<file path="config.mk">
export PLATFORM = sky130hd
export DESIGN_NAME = mac_addr_filter_flat
export DESIGN_NICKNAME = d
export VERILOG_FILES = /design/src/rtl/ether_pkg.sv /design/src/rtl/mac_addr_filter_if.sv /design/src/rtl/mac_addr_table.sv /design/src/rtl/mac_addr_filter.sv /design/src/flat_wrapper.sv
export SDC_FILE = /design/constraint.sdc
export NUM_CORES = 1
export LEC_CHECK = 0
export BUFFER_PORTS_ARGS = -buffer_cell sky130_fd_sc_hd__clkbuf_2
export CAP_MARGIN = 20
export CORE_ASPECT_RATIO = 1.2
export CORE_MARGIN = 10
export CORE_UTILIZATION = 33
export CTS_CLUSTER_SIZE = 8
export DETAILED_ROUTE_END_ITERATION = 16
export PLACE_DENSITY = 0.53
export SETUP_SLACK_MARGIN = 0.5
export SLEW_MARGIN = 20
export SYNTH_ARGS = -nofsm -noshare
export SYNTH_HDL_FRONTEND = slang
export SYNTH_SLANG_ARGS = --single-unit
export TNS_END_PERCENT = 30
</file>
<file path="constraint.sdc">
create_clock -name clk_i -period 4.2 [get_ports clk_i]
set_clock_uncertainty 0.1 [all_clocks]
set_input_delay 0.84 -clock clk_i [delete_from_list [all_inputs] [get_ports clk_i]]
set_output_delay 0.84 -clock clk_i [all_outputs]
set_load 0.01 [all_outputs]
</file>
<file path="src/rtl/ether_pkg.sv">
// Shared receive-path constants and the destination-address filter FSM encoding.
package ether_pkg;

   typedef enum logic [1:0] {
      StIdle,
      StQuick,
      StScan,
      StDone
   } filt_state_e;

   localparam logic [47:0] MAC_BCAST     = 48'hFFFF_FFFF_FFFF;
   localparam int unsigned MAC_GROUP_BIT = 40;

   localparam logic [1:0] WSEL_HI  = 2'd0;
   localparam logic [1:0] WSEL_MID = 2'd1;
   localparam logic [1:0] WSEL_LO  = 2'd2;

endpackage

</file>
<file path="src/rtl/mac_addr_filter_if.sv">
// Receive-engine / host bundle for the destination-address filter.
interface mac_addr_filter_if #(
   parameter int unsigned IDX_W = 4
);
   logic             mac_rdy;
   logic [47:0]      mac_data;
   logic [1:0]       prmstp;
   logic             mcast;
   logic             tbl_we;
   logic [IDX_W-1:0] tbl_idx;
   logic [1:0]       tbl_wsel;
   logic [15:0]      tbl_data;
   logic             tbl_clr;
   logic             cmp_done;
   logic             cmp_res;
   logic [IDX_W-1:0] hit_idx;
   logic             busy;

   modport master (
      output mac_rdy, mac_data, prmstp, mcast,
      output tbl_we, tbl_idx, tbl_wsel, tbl_data, tbl_clr,
      input  cmp_done, cmp_res, hit_idx, busy
   );

   modport slave (
      input  mac_rdy, mac_data, prmstp, mcast,
      input  tbl_we, tbl_idx, tbl_wsel, tbl_data, tbl_clr,
      output cmp_done, cmp_res, hit_idx, busy
   );
endinterface

</file>
<file path="src/rtl/mac_addr_table.sv">
// Station/multicast address table: 16-bit word write port, valid bits, async read by index.
module mac_addr_table
   import ether_pkg::*;
#(
   parameter int unsigned N_ENTRIES = 14,
   parameter int unsigned IDX_W     = 4
) (
   input  logic             clk_i,
   input  logic             rst_i,
   input  logic             we_i,
   input  logic [IDX_W-1:0] idx_i,
   input  logic [1:0]       wsel_i,
   input  logic [15:0]      wdata_i,
   input  logic             clr_i,
   input  logic [IDX_W-1:0] rd_idx_i,
   output logic [47:0]      rd_data_o,
   output logic             rd_valid_o
);

   localparam logic [IDX_W:0] NumEntries = (IDX_W + 1)'(N_ENTRIES);

   logic [47:0]          mem_q [N_ENTRIES];
   logic [N_ENTRIES-1:0] valid_q;
   logic                 wr_en;

   assign wr_en = we_i && ({1'b0, idx_i} < NumEntries) && (wsel_i != 2'd3);

   always_ff @(posedge clk_i) begin
      if (wr_en) begin
         case (wsel_i)
            WSEL_HI:  mem_q[idx_i][47:32] <= wdata_i;
            WSEL_MID: mem_q[idx_i][31:16] <= wdata_i;
            default:  mem_q[idx_i][15:0]  <= wdata_i;
         endcase
      end
   end

   // Only the low word validates an entry, so a partially rewritten entry never matches.
   always_ff @(posedge clk_i or posedge rst_i) begin
      if (rst_i) begin
         valid_q <= '0;
      end else if (clr_i) begin
         valid_q <= '0;
      end else if (wr_en) begin
         valid_q[idx_i] <= (wsel_i == WSEL_LO);
      end
   end

   assign rd_data_o  = mem_q[rd_idx_i];
   assign rd_valid_o = valid_q[rd_idx_i];

endmodule

</file>
<file path="src/rtl/mac_addr_filter.sv">
// Destination MAC filter: quick broadcast/multicast/promiscuous accept, then a table scan.
// Define MAC_ADDR_FILTER_STATS_EN to add saturating accept/reject counters.
module mac_addr_filter
   import ether_pkg::*;
#(
   parameter int unsigned N_ENTRIES = 14,
   parameter int unsigned IDX_W     = 4
) (
   input logic               clk_i,
   input logic               rst_i,
   mac_addr_filter_if.slave  bus
`ifdef MAC_ADDR_FILTER_STATS_EN
   ,
   output logic [15:0]       acc_cnt_o,
   output logic [15:0]       rej_cnt_o
`endif
);

   localparam logic [IDX_W-1:0] LastIdx = IDX_W'(N_ENTRIES - 1);

   filt_state_e      state_q, state_d;
   logic [IDX_W-1:0] idx_q, idx_d;
   logic             acc_q, acc_d;
   logic [IDX_W-1:0] hit_q, hit_d;
   logic             done_q, done_d;
   logic             res_q, res_d;
   logic [IDX_W-1:0] hit_idx_q, hit_idx_d;
   logic             busy_q, busy_d;
   logic             rdy_sync_q, rdy_prev_q;
   logic [47:0]      mac_q;
   logic [1:0]       prmstp_q;
   logic             mcast_q;
   logic             start;
   logic             quick_acc;
   logic [47:0]      rd_data;
   logic             rd_valid;

   mac_addr_table #(
      .N_ENTRIES (N_ENTRIES),
      .IDX_W     (IDX_W)
   ) u_table (
      .clk_i      (clk_i),
      .rst_i      (rst_i),
      .we_i       (bus.tbl_we),
      .idx_i      (bus.tbl_idx),
      .wsel_i     (bus.tbl_wsel),
      .wdata_i    (bus.tbl_data),
      .clr_i      (bus.tbl_clr),
      .rd_idx_i   (idx_q),
      .rd_data_o  (rd_data),
      .rd_valid_o (rd_valid)
   );

   // Rises seen outside IDLE are consumed here and never queued.
   assign start     = (state_q == StIdle) && rdy_sync_q && !rdy_prev_q;
   assign quick_acc = prmstp_q[0] || prmstp_q[1] || (mac_q == MAC_BCAST) ||
                      (mac_q[MAC_GROUP_BIT] && mcast_q);

   always_ff @(posedge clk_i or posedge rst_i) begin
      if (rst_i) begin
         state_q    <= StIdle;
         idx_q      <= '0;
         acc_q      <= 1'b0;
         hit_q      <= '1;
         done_q     <= 1'b0;
         res_q      <= 1'b0;
         hit_idx_q  <= '1;
         busy_q     <= 1'b0;
         rdy_sync_q <= 1'b0;
         rdy_prev_q <= 1'b0;
         mac_q      <= '0;
         prmstp_q   <= '0;
         mcast_q    <= 1'b0;
      end else begin
         state_q    <= state_d;
         idx_q      <= idx_d;
         acc_q      <= acc_d;
         hit_q      <= hit_d;
         done_q     <= done_d;
         res_q      <= res_d;
         hit_idx_q  <= hit_idx_d;
         busy_q     <= busy_d;
         rdy_sync_q <= bus.mac_rdy;
         rdy_prev_q <= rdy_sync_q;
         if (start) begin
            mac_q    <= bus.mac_data;
            prmstp_q <= bus.prmstp;
            mcast_q  <= bus.mcast;
         end
      end
   end

   always_comb begin
      state_d   = state_q;
      idx_d     = idx_q;
      acc_d     = acc_q;
      hit_d     = hit_q;
      done_d    = 1'b0;
      res_d     = res_q;
      hit_idx_d = hit_idx_q;
      busy_d    = busy_q;
      case (state_q)
         StIdle: begin
            if (start) begin
               state_d   = StQuick;
               busy_d    = 1'b1;
               res_d     = 1'b0;
               hit_idx_d = '1;
               acc_d     = 1'b0;
               hit_d     = '1;
            end
         end
         StQuick: begin
            if (quick_acc) begin
               acc_d   = 1'b1;
               state_d = StDone;
            end else begin
               idx_d   = '0;
               state_d = StScan;
            end
         end
         StScan: begin
            if (rd_valid && (rd_data == mac_q)) begin
               acc_d   = 1'b1;
               hit_d   = idx_q;
               state_d = StDone;
            end else if (idx_q == LastIdx) begin
               state_d = StDone;
            end else begin
               idx_d = idx_q + 1'b1;
            end
         end
         StDone: begin
            done_d    = 1'b1;
            busy_d    = 1'b0;
            res_d     = acc_q;
            hit_idx_d = hit_q;
            state_d   = StIdle;
         end
         default: state_d = StIdle;
      endcase
   end

   assign bus.cmp_done = done_q;
   assign bus.cmp_res  = res_q;
   assign bus.hit_idx  = hit_idx_q;
   assign bus.busy     = busy_q;

`ifdef MAC_ADDR_FILTER_STATS_EN
   logic [15:0] acc_cnt_q, rej_cnt_q;

   always_ff @(posedge clk_i or posedge rst_i) begin
      if (rst_i) begin
         acc_cnt_q <= '0;
         rej_cnt_q <= '0;
      end else if (bus.tbl_clr) begin
         acc_cnt_q <= '0;
         rej_cnt_q <= '0;
      end else if (state_q == StDone) begin
         if (acc_q && (acc_cnt_q != 16'hFFFF)) acc_cnt_q <= acc_cnt_q + 16'd1;
         if (!acc_q && (rej_cnt_q != 16'hFFFF)) rej_cnt_q <= rej_cnt_q + 16'd1;
      end
   end

   assign acc_cnt_o = acc_cnt_q;
   assign rej_cnt_o = rej_cnt_q;
`endif

endmodule

</file>
<file path="src/flat_wrapper.sv">
// flat-port wrapper written by rule: the top's interface ports become plain ports
module mac_addr_filter_flat import ether_pkg::*;
#(
   parameter int unsigned N_ENTRIES = 14,
   parameter int unsigned IDX_W     = 4
)
  (clk_i, rst_i, bus_mac_rdy, bus_mac_data, bus_prmstp, bus_mcast, bus_tbl_we, bus_tbl_idx, bus_tbl_wsel, bus_tbl_data, bus_tbl_clr, bus_cmp_done, bus_cmp_res, bus_hit_idx, bus_busy);
  mac_addr_filter_if #(.IDX_W(IDX_W)) bus_i ();
  input logic clk_i;
  input logic rst_i;
  input wire logic [$bits(bus_i.mac_rdy)-1:0] bus_mac_rdy;
  input wire logic [$bits(bus_i.mac_data)-1:0] bus_mac_data;
  input wire logic [$bits(bus_i.prmstp)-1:0] bus_prmstp;
  input wire logic [$bits(bus_i.mcast)-1:0] bus_mcast;
  input wire logic [$bits(bus_i.tbl_we)-1:0] bus_tbl_we;
  input wire logic [$bits(bus_i.tbl_idx)-1:0] bus_tbl_idx;
  input wire logic [$bits(bus_i.tbl_wsel)-1:0] bus_tbl_wsel;
  input wire logic [$bits(bus_i.tbl_data)-1:0] bus_tbl_data;
  input wire logic [$bits(bus_i.tbl_clr)-1:0] bus_tbl_clr;
  output wire logic [$bits(bus_i.cmp_done)-1:0] bus_cmp_done;
  output wire logic [$bits(bus_i.cmp_res)-1:0] bus_cmp_res;
  output wire logic [$bits(bus_i.hit_idx)-1:0] bus_hit_idx;
  output wire logic [$bits(bus_i.busy)-1:0] bus_busy;
  assign bus_i.mac_rdy = bus_mac_rdy;
  assign bus_i.mac_data = bus_mac_data;
  assign bus_i.prmstp = bus_prmstp;
  assign bus_i.mcast = bus_mcast;
  assign bus_i.tbl_we = bus_tbl_we;
  assign bus_i.tbl_idx = bus_tbl_idx;
  assign bus_i.tbl_wsel = bus_tbl_wsel;
  assign bus_i.tbl_data = bus_tbl_data;
  assign bus_i.tbl_clr = bus_tbl_clr;
  assign bus_cmp_done = bus_i.cmp_done;
  assign bus_cmp_res = bus_i.cmp_res;
  assign bus_hit_idx = bus_i.hit_idx;
  assign bus_busy = bus_i.busy;
  mac_addr_filter #(.N_ENTRIES(N_ENTRIES), .IDX_W(IDX_W)) u_core (.clk_i(clk_i), .rst_i(rst_i), .bus(bus_i));
endmodule
</file>
; ---- After elaboration in Yosys (flattened, before gate mapping)
; Memory sizes are Yosys's and may differ from the RTL's.
; Cells that the tools add are included.
[word_totals]
ram_bits = 672
output_inout_bits = 7
in_bits = 78
wordCells = 97
mem_count = 1
ff_bits = 85
[classes]
order_cmp = 4
eq_ne = 16
add_sub_neg = 1
n_reduce_logical = 24
n_mux = 37
[memory_table]
columns = memory, words, width, read_ports, rd_ports_with_merged_regs, write_ports, line_no
row1 = u_core.u_table.mem_q, 14, 48, 1, 0, 1, mac_addr_table.sv:22  ; logic [47:0] mem_q [N_ENTRIES];
[ops]
columns = cell, count
row1 = $eq A48 B48 Y1, 1
row2 = $eq A48 B48 Y1 const B, 1
row3 = $mux W14, 2
row4 = $pmux W4 S2, 3
row5 = $mux W4, 5
row6 = $mux W1, 17
row7 = $bwmux W14, 1
row8 = $lt A4 B5 Y1 const B, 2
row9 = $ne A2 B2 Y1 const B, 4
row10 = $pmux W2 S4, 1
row11 = $reduce_and A4 Y1, 2
row12 = $reduce_bool A2 Y1, 4
row13 = $logic_and A1 B1 Y1, 7
row14 = $eq A2 B2 Y1 const B, 3
row15 = $mux W2, 3
row16 = $ne A2 B1 Y1 const B, 3
row17 = $add A4 B1 Y4 const B, 1
row18 = $bmux W1 S4, 1
row19 = $demux W1 S4, 1
row20 = $eq A2 B1 Y1 const B, 2
row21 = $eq A4 B4 Y1 const B, 1
row22 = $ge A4 B1 Y1 const B, 1
row23 = $logic_not A2 Y1, 2
row24 = $lt A4 B4 Y1 const B, 1
row25 = other kinds (9), 13

; ---- Longest topological paths before layout
[depth]
ltp_word = 7
ltp_mapped = 18
depth_no_buf = 10

; ---- Modules after synthesis
; From an unflattened synthesis, not the netlist that was laid out.
[unflattened]
cells_unflattened = 1506
area_unflattened_um2 = 30032.6
[modules_own_cells]
columns = module, n_inst, area_each_um2, seq_area_each_um2, cells_each
row1 = mac_addr_table, 1, 26510.4, 20529.7, 1223
row2 = mac_addr_filter, 1, 3522.1, 1786.7, 283

; ---- Least setup slack after synthesis
; Ideal clock, no wire load.
[synth_timing]
path_type = reg-to-reg
start = register u_core.idx_q[0]
end = register u_core.acc_q
stages_incl_launch_ff = 16
period_less_slack_ps = 3822
t_required_ps = 3972
n_path_buf = 6
path_slack_ps = 378
setup_ps = 128
t_arrival_ps = 3595
cell_sequence = dfrtp_1 buf_4 buf_6 buf_8 buf_2 buf_2 buf_4 mux4_2 xor2_1 mux2i_1 nand4_1 nor4_2 nand4_2 nor2_4 o2111ai_1 mux2_1
[synth_between]
elab_chain_cells = 5
elab_cells_between_ends = 7
cone_classes = eq/ne (2) / mux (2) / reduce/logical (2) / memory (1)
[synth_rtl]
columns = item, line_no
row1 = from (decl), mac_addr_filter.sv:22  ; logic [IDX_W-1:0] idx_q, idx_d;
row2 = from (signal assigned), mac_addr_filter.sv:76  ; idx_q <= idx_d;
row3 = $mem_v2 Z14 W48 / $bmux W1 S4 (equally long branches), -
row4 = $eq A48 B48 Y1 / $mux W1 (equally long branches), "mac_addr_filter.sv:123, mac_addr_table.sv:50"
row5 = $logic_and A1 B1 Y1 *, mac_addr_filter.sv:123  ; if (rd_valid && (rd_data == mac_q)) begin
row6 = $ne A2 B1 Y1 (no source line) *, -
row7 = $reduce_and A4 Y1 (no source line) *, -
row8 = to (signal assigned), mac_addr_filter.sv:63  ; acc_q <= 1'b0;
row9 = to (signal assigned), mac_addr_filter.sv:77  ; acc_q <= acc_d;
row10 = to (decl), mac_addr_filter.sv:23  ; logic acc_q, acc_d;
; Every way passes the cells marked *; elsewhere a longest branch is shown, timed or not. The select of a mux whose other input is x is not followed.
; A chain may end at the register's enable or synchronous reset.

; ---- Final worst setup path
[layout_timing]
start = register u_core.idx_q[1]
end = register u_core.idx_q[0]
[layout_between]
elab_chain_cells = 5
elab_cells_between_ends = 9
cone_classes = eq/ne (4) / mux (2) / reduce/logical (2) / memory (1)
[layout_rtl]
columns = item, line_no
row1 = $mem_v2 Z14 W48 / $bmux W1 S4 (equally long branches), -
row2 = $eq A48 B48 Y1 / $mux W1 (equally long branches), "mac_addr_filter.sv:123, mac_addr_table.sv:50"
row3 = $logic_and A1 B1 Y1, mac_addr_filter.sv:123
row4 = $ne A2 B2 Y1 (no source line), -
row5 = $reduce_and A4 Y1 (no source line) *, -
; Marks and branches as above.

==> results by group <==
Critical path
  • Reg-to-Reg Start: u_core.idx_q[1]
  • Data required time at the worst endpoint: 4.60 ns
  • Worst r2r path cells: 14
  • Stage delay of the slowest cell on the critical path: 0.62 ns
  • Worst Path Arrival: 4.29 ns
  • Critical Path Fanout Max: 8
  • Capturing element type of the critical path: flip-flop
  • CP Launch Point: u_core.idx_q[1]
  • Worst setup SP type: flip-flop
  • Slowest stage cell on the critical path: sky130_fd_sc_hd__or4_4
  • Classification of the worst setup path: flip-flop to flip-flop
  • Crit path cell chain: buf_12 > buf_4 > buf_12 > mux2_2 > mux4_2 > nor3_2 > nor2_1 > o22ai_1 > buf_4 > o21ai_2 > or4_4 > o21ai_4 > nand3_1 > o311ai_4

Placement
  • Sum of net half-perimeters after detailed placement: 64,480 um
  • Total placed instance area: 33,950 um2
  • Number of buffer cells added on primary ports: 84
  • Placer congestion estimate: 0.9059

STA
  • RSZ-0062 raised after global routing: yes
  • Timing-limited maximum frequency: 256.9 MHz
  • Total count of max-transition violations in the final report: 0
  • Shortest period the worst path allows: 3.892 ns
  • Slew at the pin closest to its max-slew limit: 1.142 ns
  • Final hold vios: 0
  • Worst relative slew slack: 23.88%
  • Final cycle utilization of the critical path: 92.66%
  • Number of endpoints failing setup at the final stage: 0
  • Final total negative setup slack: 0 ns
  • Hold Slack: 0.1879 ns

Run status
  • Result of the run: completed

Die
  • Row count: 123
  • Die Outline Area: 106,900 um2
  • Starting utilization of the core area: 33.22%
  • Y dimension of the die: 356.2 um
  • I/O pins: 85
  • Die W: 300.2 um
  • Area inside the core boundary: 93,570 um2

Routing
  • Number of nets with antenna violations after detailed routing: 0
  • Post-detailed-route wirelength per cell: 28.76 um
  • Detailed Routing Iterations Pass 1: 5
  • Number of vias per cell after detailed routing: 5.286
  • Total via count after detailed routing: 17,800
  • Number of DRC violations after detailed routing: 0
  • Sum of routed wire length over all layers: 96,850 um
  • Count of routing violations after the opening detailed-route iteration: 2,026

Synth
  • Top cell type's share of synthesized area: 64.92%
  • Post-synthesis net count: 1,840
  • Number of different library cells in the post-synthesis netlist: 74
  • Part of the Yosys area used for sequential elements: 71.79%
  • Post-Synthesis Cell Area: 31,080 um2
  • Dominant register cell in the synthesized netlist: sky130_fd_sc_hd__edfxtp_1
  • Cell types with the largest area share after synthesis: sky130_fd_sc_hd__edfxtp_1, sky130_fd_sc_hd__mux4_2, sky130_fd_sc_hd__dfrtp_1
  • Cell types with the highest counts after synthesis: sky130_fd_sc_hd__edfxtp_1, sky130_fd_sc_hd__mux2i_1, sky130_fd_sc_hd__mux4_2, sky130_fd_sc_hd__mux2_2, sky130_fd_sc_hd__nor2_1
  • Share of flip-flops with an asynchronous set or reset after synthesis: 11.23%
  • Most numerous cell in the Yosys netlist: sky130_fd_sc_hd__edfxtp_1
  • Syn Inst Count: 1,756
  • EDFF count, synth: 672
  • Yosys warning total: 0
  • Largest area contributor in the netlist: sky130_fd_sc_hd__edfxtp_1
  • Post-synthesis register bit count: 757
  • Mapped Avg Cell Area: 17.70 um2

Layout
  • Net count of the finished layout: 2,117
  • Final instance area: 37,420 um2
  • Share of final-layout standard cells stronger than drive strength 1: 29.85%
  • Layout overhead on the synthesized area: 20.38%

Worst hold path
  • Class of the most critical hold timing path: input pin to flip-flop
  • Hold path depth: 1
  • Start point of the worst hold path: bus_mac_rdy

Clocking
  • Number of hold buffers added after CTS: 0
  • Clock insertion delay at the later pin of the skew report: 0.67 ns
  • CTS root buf: sky130_fd_sc_hd__clkbuf_16
  • Clk pin slew, worst setup/hold paths: 0.05 ns
  • H-tree depth: 3
  • Number of sinks driven by the clock tree: 757
  • Total clock buffers created by CTS: 104
  • CTS tree: done
  • CTS max path bufs: 3

Global routing
  • Initial antenna violation count: 9
  • Vias in the first global route: 18,230
  • Global-route wire length before repair: 137,100 um
  • All-Layer GR Usage: 17.86%
  • Total gr overflow: 0
  • Maximum number of pins on one net before global-route repair: 66

Run
  • Count of max-cap constraint violations: 0

Power and ir drop
  • Peak supply drop: 0.2980 mV
  • Areal power density over the cells: 659.2 nW/um2
  • Lkg Pwr: 0.01249 uW
-- stage by stage --
| stage | instances | util [%] | setup WS (ns) | total power, uW |
|---|---|---|---|---|
| global placement | 3162 | 36.27 | -1.055 | 16560 |
| detailed placement | 3162 | 36.28 | -0.1816 | 16590 |
| floorplan | 1756 | - | 0.4622 | 13260 |
| finish | 3368 | 39.99 | 0.3081 | 24670 |
| global route | 3367 | 39.99 | 0.1910 | 25550 |
| CTS | 3362 | 39.81 | 0.2967 | 24690 |
-- path summary, 6_finish.rpt --
kind,endpoint,slack (ns)
max in group asynchronous,u_core.mac_q[11],2.77
min in group asynchronous,u_core.mac_q[24],0.25
worst min-delay path,u_core.rdy_sync_q,0.19
worst max register to register,u_core.idx_q[0],0.31
worst max-delay path,u_core.idx_q[0],0.31
worst min register to register,u_core.rdy_prev_q,0.29
-- layout make-up --
| cell class | instances | area [um2] |
|---|---|---|
| Fill cell | 8601 | 56150 |
| Sequential cell | 757 | 22330 |
| Multi-Input combinational cell | 891 | 8366 |
| Clock buffer | 185 | 2959 |
| Timing Repair Buffer | 257 | 2039 |
| Tap cell | 1250 | 1564 |
| Inverter | 22 | 87.58 |
| Clock inverter | 5 | 72.57 |
| Antenna cell | 1 | 2.502 |
-- kinds of logic after synthesis --
family | share of synthesized area, %
AO/OA/AOI/OAI | 4.713
XOR/XNOR | 1.662
adder cells (fa/ha/maj) | 0.2415
buffers and inverters | 2.009
flip-flops | 71.79
multiplexers | 15.25
AND/OR/NAND/NOR | 4.331
-- where the power goes --
part	internal [uW]	leakage (uW)	total (uW)	switching, uW
Sequential	8620	0.00706	9450	835
Clock	4710	0.00144	7800	3100
Combinational	3300	0.00399	7410	4110
-- layout by cell type (no fill, tap or decap), drive strengths merged, types with 5 or more instances in the layout --
cell type	instances
xor2	21
o21ai	40
nor3	7
a22o	7
a211oi	5
clkbuf	267
a31oi	9
xnor2	38
a21oi	45
a22oi	21
nand2	71
mux2	119
mux4	100
edfxtp	672
ha	6
dfstp	8
o211ai	11
a221oi	9
dfrtp	77
nand3	24
o22ai	15
nand4	20
nor2	93
inv	24
buf	174
o22a	6
mux2i	114
nor2b	25
nor4	9
-- flip-flops by register name (all words and copies together) (netlist names) --
name,flops
u_core.idx_q,4
u_core.bus.busy,1
u_core.bus.cmp_done,1
u_core.mac_q,48
u_core.u_table.valid_q,14
u_core.u_table.mem_q,672
u_core.prmstp_q,2
u_core.rdy_sync_q,1
u_core.bus.hit_idx,4
u_core.bus.cmp_res,1
u_core.mcast_q,1
u_core.hit_q,4
u_core.acc_q,1
u_core.rdy_prev_q,1
u_core.state_q,2
-- routing by layer --
layer | vias up | GRT usage (%) | part of all wire [%]
met5 | - | 0 | 0.0093
met4 | 2 | 7.417 | 3.9
met3 | 155 | 2.837 | 6.0
met2 | 669 | 29.40 | 48
met1 | 9408 | 23.31 | 42
li1 | 7569 | - | -
-- worst max-delay path: cells and delay by family, from the launching register on --
family,cells,cell delay [ns]
AOI/OAI and AO/OA,4,0.61
muxes,2,0.79
buffers and inverters,4,0.65
and+or+nand+nor,4,0.98
DFF,1,0.56
-- timing repair --
action	in CTS	in global routing
setup buffers	9	3
gates resized for setup	30	17
setup endpoints to repair	11	11
pin swaps	11	8
gates cloned	1	1
(Power assumes the default switching activity.)
